## src/rtl/fifo_uart_tx.sv

```systemverilog
`default_nettype none
// ============================================================================
// Module      : fifo_uart_tx
// Description : Drain stage for an 8-bit FIFO. Pops one word at a time through
//               the FIFO read port and serialises it as an 8N1/8N2 UART frame
//               on a single idle-high line.
// Ports       : clk        - rising-edge clock, shared with the FIFO
//               reset      - asynchronous, active-low reset
//               enable     - 1 = start new frames; 0 = finish frame, then hold
//               fifo_empty - FIFO empty flag
//               fifo_data  - FIFO data_out, valid the cycle after fifo_rd_en
//               fifo_rd_en - one-cycle registered pop strobe
//               tx         - registered serial line (mark = 1)
//               busy       - registered, high from pop through last stop cycle
// Revision    : 1.0 - initial release
// ============================================================================
module fifo_uart_tx #(
    parameter int DATA_WIDTH   = 8,
    parameter int CLKS_PER_BIT = 16,
    parameter int STOP_BITS    = 1
) (
    input  logic                  clk,
    input  logic                  reset,
    input  logic                  enable,
    input  logic                  fifo_empty,
    input  logic [DATA_WIDTH-1:0] fifo_data,
    output logic                  fifo_rd_en,
    output logic                  tx,
    output logic                  busy
);

    localparam int c_cnt_w = $clog2(CLKS_PER_BIT);
    localparam int c_idx_w = (DATA_WIDTH > 2) ? $clog2(DATA_WIDTH) : 1;

    localparam logic [c_cnt_w-1:0] c_baud_last = c_cnt_w'(CLKS_PER_BIT - 1);
    localparam logic [c_idx_w-1:0] c_data_last = c_idx_w'(DATA_WIDTH - 1);
    localparam logic [c_idx_w-1:0] c_stop_last = c_idx_w'(STOP_BITS - 1);

    localparam logic [2:0] c_st_idle  = 3'd0;
    localparam logic [2:0] c_st_pop   = 3'd1;
    localparam logic [2:0] c_st_start = 3'd2;
    localparam logic [2:0] c_st_data  = 3'd3;
    localparam logic [2:0] c_st_stop  = 3'd4;

    logic [2:0]            r_state;
    logic [c_cnt_w-1:0]    r_baud;
    logic [c_idx_w-1:0]    r_idx;
    logic [DATA_WIDTH-1:0] r_shift;
    logic                  r_tx;
    logic                  r_rd_en;
    logic                  r_busy;

    logic [2:0]            w_state_next;
    logic [c_cnt_w-1:0]    w_baud_next;
    logic [c_idx_w-1:0]    w_idx_next;
    logic [DATA_WIDTH-1:0] w_shift_next;
    logic                  w_tx_next;
    logic                  w_rd_en_next;
    logic                  w_busy_next;
    logic                  w_bit_end;

    assign w_bit_end = (r_baud == c_baud_last);

    // State register plus the registered datapath and outputs.
    always_ff @(posedge clk or negedge reset) begin
        if (!reset) begin
            r_state <= c_st_idle;
            r_baud  <= '0;
            r_idx   <= '0;
            r_shift <= '0;
            r_tx    <= 1'b1;
            r_rd_en <= 1'b0;
            r_busy  <= 1'b0;
        end else begin
            r_state <= w_state_next;
            r_baud  <= w_baud_next;
            r_idx   <= w_idx_next;
            r_shift <= w_shift_next;
            r_tx    <= w_tx_next;
            r_rd_en <= w_rd_en_next;
            r_busy  <= w_busy_next;
        end
    end

    // Next-state logic. fifo_empty is only consulted in IDLE, so a pop can
    // never be issued against an empty FIFO.
    always_comb begin
        w_state_next = r_state;
        case (r_state)
            c_st_idle:  if (enable && !fifo_empty) w_state_next = c_st_pop;
            c_st_pop:   w_state_next = c_st_start;
            c_st_start: if (w_bit_end) w_state_next = c_st_data;
            c_st_data:  if (w_bit_end && (r_idx == c_data_last)) w_state_next = c_st_stop;
            c_st_stop:  if (w_bit_end && (r_idx == c_stop_last)) w_state_next = c_st_idle;
            default:    w_state_next = c_st_idle;
        endcase
    end

    // Output/datapath logic. Outputs are derived from the next state so the
    // registered line changes on the same edge as the state itself.
    always_comb begin
        w_baud_next  = '0;
        w_idx_next   = r_idx;
        w_shift_next = r_shift;
        w_tx_next    = 1'b1;
        w_rd_en_next = 1'b0;
        w_busy_next  = (w_state_next != c_st_idle);

        if ((r_state == c_st_start) || (r_state == c_st_data) || (r_state == c_st_stop)) begin
            w_baud_next = w_bit_end ? '0 : r_baud + 1'b1;
        end

        // Bit index counts data bits in DATA and stop bits in STOP; it
        // restarts whenever the state changes at a bit boundary.
        if (r_state == c_st_start) begin
            w_idx_next = '0;
        end else if (((r_state == c_st_data) || (r_state == c_st_stop)) && w_bit_end) begin
            w_idx_next = (w_state_next != r_state) ? '0 : r_idx + 1'b1;
        end

        // The FIFO word is valid in the first START cycle (1-cycle read latency).
        if ((r_state == c_st_start) && (r_baud == '0)) begin
            w_shift_next = fifo_data;
        end else if ((r_state == c_st_data) && w_bit_end) begin
            w_shift_next = r_shift >> 1;
        end

        case (w_state_next)
            c_st_pop:   w_rd_en_next = 1'b1;
            c_st_start: w_tx_next    = 1'b0;
            c_st_data:  w_tx_next    = w_shift_next[0];
            default:    w_tx_next    = 1'b1;
        endcase
    end

    assign fifo_rd_en = r_rd_en;
    assign tx         = r_tx;
    assign busy       = r_busy;

endmodule
`default_nettype wire

```

## config.mk

```make
export PLATFORM = sky130hd
export DESIGN_NAME = fifo_uart_tx
export DESIGN_NICKNAME = d
export VERILOG_FILES = /design/src/rtl/fifo_uart_tx.sv
export SDC_FILE = /design/constraint.sdc
export NUM_CORES = 1
export LEC_CHECK = 0
export BUFFER_PORTS_ARGS = -buffer_cell sky130_fd_sc_hd__buf_4
export CORE_MARGIN = 3
export CORE_UTILIZATION = 40
export CTS_BUF_LIST = sky130_fd_sc_hd__clkbuf_8
export DETAILED_ROUTE_END_ITERATION = 8
export SYNTH_ARGS = -nofsm -noshare
export SYNTH_HDL_FRONTEND = slang
export SYNTH_SLANG_ARGS = --single-unit
```

## constraint.sdc

```tcl
create_clock -name clk -period 2.9 [get_ports clk]
set_input_delay 0.29 -clock clk [delete_from_list [all_inputs] [get_ports clk]]
set_output_delay 0.29 -clock clk [all_outputs]
set_load 0.01 [all_outputs]
```

# Word level (Yosys, flattened, before mapping)
# Cells that the tools add are included.
[op_classes] div_mod_pow=0 bitwise=0 order_cmp=0 add_sub_neg=2 reduce_logical=16 mul=0 n_mux=14 eq_ne=10 shift=0
[op_table] cell="$mux 3" n=7
[op_table] cell="$mux 8" n=2
[op_table] cell="$pmux 3 s5" n=1
[op_table] cell="$eq 3x2->1 const B" n=4
[op_table] cell="$mux 4" n=2
[op_table] cell="$eq 3x1->1 const B" n=2
[op_table] cell="$eq 3x3->1 const B" n=2
[op_table] cell="$logic_and 1x1->1" n=6
[op_table] cell="$logic_not 3->1" n=2
[op_table] cell="$add 4x1->4 const B" n=1
[op_table] cell="$eq 4x4->1 const B" n=1
[op_table] cell="$logic_not 4->1" n=1
[op_table] cell="$reduce_bool 2->1" n=2
[op_table] cell="$add 3x1->3 const B" n=1
[op_table] cell="$logic_or 1x1->1" n=3
[op_table] cell="$ne 3x3->1" n=1
[op_table] cell="$reduce_bool 3->1" n=1
[op_table] cell="$pmux 1 s2" n=1
[op_table] cell="$logic_not 1->1" n=1
[op_table] cell="$mux 1" n=1
[word_totals] mem_bits_rw=0 latch_bits=0 memories=0 rom_bits=0 regBits=21

# Depth between registers and ports, before layout
[logic_depth] word_depth=8 mapped_depth=7 mapped_depth_nobuf=6

# Worst setup path before layout
# OpenSTA, ideal clock, no wires.
[synth_timing] kind="flip-flop to flip-flop" from="register r_baud[0]" to="register r_busy, in the netlist busy" stages_incl_launch_ff=6 setup_slack_ns=1.297 synth_period_minus_slack_ns=1.603 required_time_ns=2.769 arrival_ns=1.471 n_path_buf=0 path_cell_list="dfrtp_1 ha_1 and3_4 nor3b_2 a2111oi_4 or3_1"
[synth_between] elab_chain_cells=5 elab_cells_between_ends=8
[synth_lines] item="start: declaration" line="46" source="logic [c_cnt_w-1:0] r_baud;"
[synth_lines] item="start signal: assignment" line="76" source="r_baud <= w_baud_next;"
[synth_lines] item="$eq 4x4->1 (*)" line="62" source="assign w_bit_end = (r_baud == c_baud_last);"
[synth_lines] item="$logic_and 1x1->1 (on tied branches)" line="94, 93"
[synth_lines] item="$mux 3 (on tied branches)" line="94, 93"
[synth_lines] item="$pmux 3 s5 (*)" line="89" source="case (r_state)"
[synth_lines] item="via w_state_next[0]" line="53" source="logic [2:0] w_state_next;"
[synth_lines] item="$reduce_bool 3->1 (*)" line="107" source="w_busy_next = (w_state_next != c_st_idle);"
[synth_lines] item="via w_busy_next" line="59" source="logic w_busy_next;"
[synth_lines] item="end signal: assignment" line="81" source="r_busy <= w_busy_next;"
[synth_lines] item="end: declaration" line="51" source="logic r_busy;"
# Mark *: on every way through the listed nets, which the timed path passes. The rest lies on a longest branch.
# A chain may end at the register's enable or synchronous reset.

# Worst setup path in the final report
[layout_timing] from="register r_state[0]" to="register r_shift[2]"
[layout_between] elab_chain_cells=3 elab_cells_between_ends=6
[layout_lines] item="start: declaration" line="45" source="logic [2:0] r_state;"
[layout_lines] item="start signal: assignment" line="67" source="r_state <= c_st_idle;"
[layout_lines] item="start signal: assignment" line="75" source="r_state <= w_state_next;"
[layout_lines] item="$eq 3x2->1 (on tied branches)" line="122, 124"
[layout_lines] item="$logic_and 1x1->1 (on tied branches)" line="122, 124"
[layout_lines] item="$mux 8 / $reduce_bool 2->1 (equally long branches)"
[layout_lines] item="end signal: assignment" line="78" source="r_shift <= w_shift_next;"
[layout_lines] item="end: declaration" line="48" source="logic [DATA_WIDTH-1:0] r_shift;"
# Parallel ways exist; a longest one is shown, timed or not.

==> results.txt <==
- Walking the worst path, the cells encountered are nor4b_4, and2_1, nor2_4, a221o_1.
- Post-synthesis to final-layout area growth: 16.07%
- Core Region: 2567 um^2
* Crit. path cell count: 4
- Period Utilization, post-route: 60.70%
- Setup violations remaining at the end of the flow were counted as 0.
- Setup Crit Path Kind: reg2reg
- Fill cells: 240
- In this run the remaining antenna-violating nets after routing total 0.
- In this run, synthesis produced a sequential element count of 21.
- The synthesized design spends more area on one cell type than any other, namely sky130_fd_sc_hd__dfrtp_1.
* Power per cell area: 844.6 nW/um^2
* Share of synthesized cell area in and, or, nand and nor gates: 21.54%
- Placer's final routability congestion estimate: 0.7341
- The worst register-to-register path ends at r_shift[2].
* Post-layout power: 1.099 mW
- H-tree depth: 1
- Dominant combinational cell family by area after synthesis: simple AND/OR/NAND/NOR gates
* Slew at the pin with the worst max-slew slack: 0.4524 ns
- Remaining global-route overflow: 0
* Ratio of routed vias to standard cells: 5.120
* XOR/XNOR Fraction of Synth Area: 1.563%
- Cell Area, Synth: 1121 um^2
* CP top delay family: simple AND/OR/NAND/NOR gates
* Global-route wire length before repair: 3.070 mm
- In this run the count of I/O pins placed on the die edge is 15.
- Number of global-route vias before repair: 697
- The floorplan has 18 rows.
- Overall routed net length: 1.824 mm
* Seq/Total Area, Yosys: 46.99%
* Met1 WL: 889 um
* Timing-limited maximum frequency: 568.0 MHz
- Clk root buf: sky130_fd_sc_hd__clkbuf_8
- Counting the buffers created by CTS gives 3.
- Min Tclk post-route: 1.760 ns
* Critical path's largest stage delay: 0.54 ns
- STA classifies the critical path endpoint as a flop.
- Run status: complete, no violations
- Measured along the y axis, the die boundary spans 58.94 um.
* Commonest cells after routing, fill and taps aside: sky130_fd_sc_hd__dfrtp_1, sky130_fd_sc_hd__buf_4, sky130_fd_sc_hd__inv_1
- Remaining max-slew budget at the tightest pin: 69.84%
- 0 antenna diodes ended up in the layout.
- Synth top area cells: sky130_fd_sc_hd__dfrtp_1, sky130_fd_sc_hd__ha_1, sky130_fd_sc_hd__inv_1, sky130_fd_sc_hd__a22oi_1, sky130_fd_sc_hd__a2111oi_4
- Post-synthesis compound-gate area fraction: 17.41%
- Worst r2r path cells: 4
* Detailed-router iteration count before antenna repair: 4
* Mux cell area share after synthesis: 1.897%
- Startpoint kind of the worst setup timing path: flop
- For this run, the leading register cell type out of synthesis is sky130_fd_sc_hd__dfrtp_1.
- The clock arrives with 0.004297 ns of skew.
- Clock tree from TritonCTS: yes
* Setup TNS: 0 ns
* Detailed-placement wirelength estimate: 1.334 mm
- At the later pin of the worst-skew pair, clock insertion delay measures 0.27 ns.
- For this design the static power due to leakage is 0.6195 nW.
- The worst hold path belongs to the class in2reg.
* Syn_area_per_cell: 11.80 um^2
- Of all nets on the critical path, the largest fanout is 9.
* Die X-Extent: 58.94 um
- Buffers plus inverters on the worst setup path: 0
- After detailed routing, the number of remaining DRC violations is 0.
- Setup repair after global routing left no endpoint under its margin.
- Counting distinct cell types in the post-synthesis netlist gives 43.
* Final-report max-slew violation count: 0
- The final count of hold timing violations came to 0.
- Number of nets in the layout: 130
- Number of synthesized flops with an enable pin: 0
- Average detailed-routed wire length per instance: 12.85 um
- Post-synth top area share: 44.64%
* Die outline area: 3474 um^2
* Length of routed met2 wiring: 813 um
- The routed layout has 727 vias.
* Data required, critical path: 3.05 ns
- Adder-cell share of the synthesized area: 5.580%
- The initial utilization of the core area, before any placement, comes to 43.66%.
* Tot GR Track Use: 11.93%
- # port buffers: 14
- Length of routed met3 wiring: 95 um
* Most common library cell in the layout ignoring fill and taps: sky130_fd_sc_hd__dfrtp_1
* Largest net degree at the start of global routing: 22
* Post-Syn Instances: 95
- Share of layout cells above drive strength 1: 29.46%
* DRC marker count from the first detailed-route iteration: 15
- Worst-case hold slack: 0.2185 ns
* Cell with the largest stage delay on the worst path: sky130_fd_sc_hd__dfrtp_1
- After synthesis, the share of flip-flops with an asynchronous set or reset is 100.0%.
- Number of maximum-capacitance constraint violations: 0
- Antenna violations before repair: 0
- Top routing layer in use: met4
* Clock transition at path regs: 0.08 ns
* Reg2reg setup slack: 1.14 ns
* Endpoint of the most critical setup path: r_shift[2]
- Startpoint of the most critical setup path: r_state[0]
- Number of buffers between clock root and the deepest sink: 2
- Number of sinks handled by clock tree synthesis: 21
- Post-Syn Nets: 112
- CTS resizes: 0
- Data arrives at the worst endpoint at 1.91 ns.
* Count of yosys warnings during synthesis: 0
- IR analysis of the VDD net gives a maximum drop of 475.0 uV.
- The worst register-to-register path begins at r_state[0].
[registers in the layout, summed over array words and instances (netlist names)]
register and flops:
fifo_rd_en 1, r_shift 8, tx 1, busy 1, r_state 3, r_idx 3, r_baud 4
[worst reg2reg max path: stages (launching register included)]
cell	delay (ns)
sky130_fd_sc_hd__dfrtp_1	0.54
sky130_fd_sc_hd__nor4b_4	0.33
sky130_fd_sc_hd__and2_1	0.41
sky130_fd_sc_hd__nor2_4	0.07
sky130_fd_sc_hd__a221o_1	0.30
[cell type report]
cell class,count,area [um^2],share of cell area (%)
Multi-Input combinational cell,62,538.0,41.35
Clock buffer,3,41.29,3.173
Sequential cell,21,526.8,40.48
Inverter,10,37.54,2.885
Tap cell,30,37.54,2.885
Timing Repair Buffer,15,115.1,8.846
Clock inverter,1,5.005,0.3846
[kinds of logic (layout without fill, tap and decap cells)]
kind of cell    count (synthesis)  in the layout
xor+xnor                        2              2
fa+ha+maj                       5              5
compound gates                 21             21
simple gates                   32             32
buf+inv                        12             29
flops                          21             21
mux                             2              2
[per-stage QoR]
step / instances / cell area (um^2) / utilization, % / setup slack (ns)
6_report: 142 / 1301 / 50.68 / 1.140
5_1_grt: 142 / 1301 / 50.68 / 1.035
4_1_cts: 142 / 1301 / 50.68 / 1.129
3_5_place_dp: 137 / 1245 / 48.49 / 1.135
3_3_place_gp: 137 / 1245 / 48.49 / 1.179
2_1_floorplan: 95 / 1121 / - / 1.297
[synth_stat cells (all sizes together), types with 2 or more instances]
cell type / n
nand3b: 2
a22o: 3
dfrtp: 20
nor3b: 2
ha: 5
inv: 10
nor3: 3
nand2: 4
nand3: 3
nor2: 9
buf: 2
a22oi: 4
o21ai: 6
[metal layers]
metal / vias to the layer above / track usage [%]
met5: - / 0
met4: 0 / 3.883
met3: 6 / 4.605
met2: 13 / 17.67
met1: 335 / 16.04
li1: 373 / -
[where the power goes]
| part | leakage, nW | internal [mW] | total [mW] | switching, mW |
|---|---|---|---|---|
| Sequential | 0.250 | 0.407 | 0.516 | 0.108 |
| Clock | 0.0255 | 0.0959 | 0.193 | 0.0975 |
| Combinational | 0.344 | 0.206 | 0.390 | 0.184 |
[worst min path at each step]
stage	slack (ns)	end	cells past startpoint	startpoint
final	0.22	r_shift[4]	3	fifo_data[4]
after detailed placement	0.19	fifo_rd_en	1	reset
after CTS	0.21	r_shift[4]	3	fifo_data[4]
after global placement	0.19	fifo_rd_en	1	reset
after floorplan	-0.006	busy	0	reset
after global routing	0.23	r_shift[4]	3	fifo_data[4]
[repair_timing]
| action | in CTS | in global routing |
|---|---|---|
| endpoints found under the setup margin | 0 | 0 |
| hold buffers | 1 | 0 |
| setup buffers | 0 | 0 |
| hold endpoints to repair | 20 | 0 |
(Power assumes the default switching activity.)
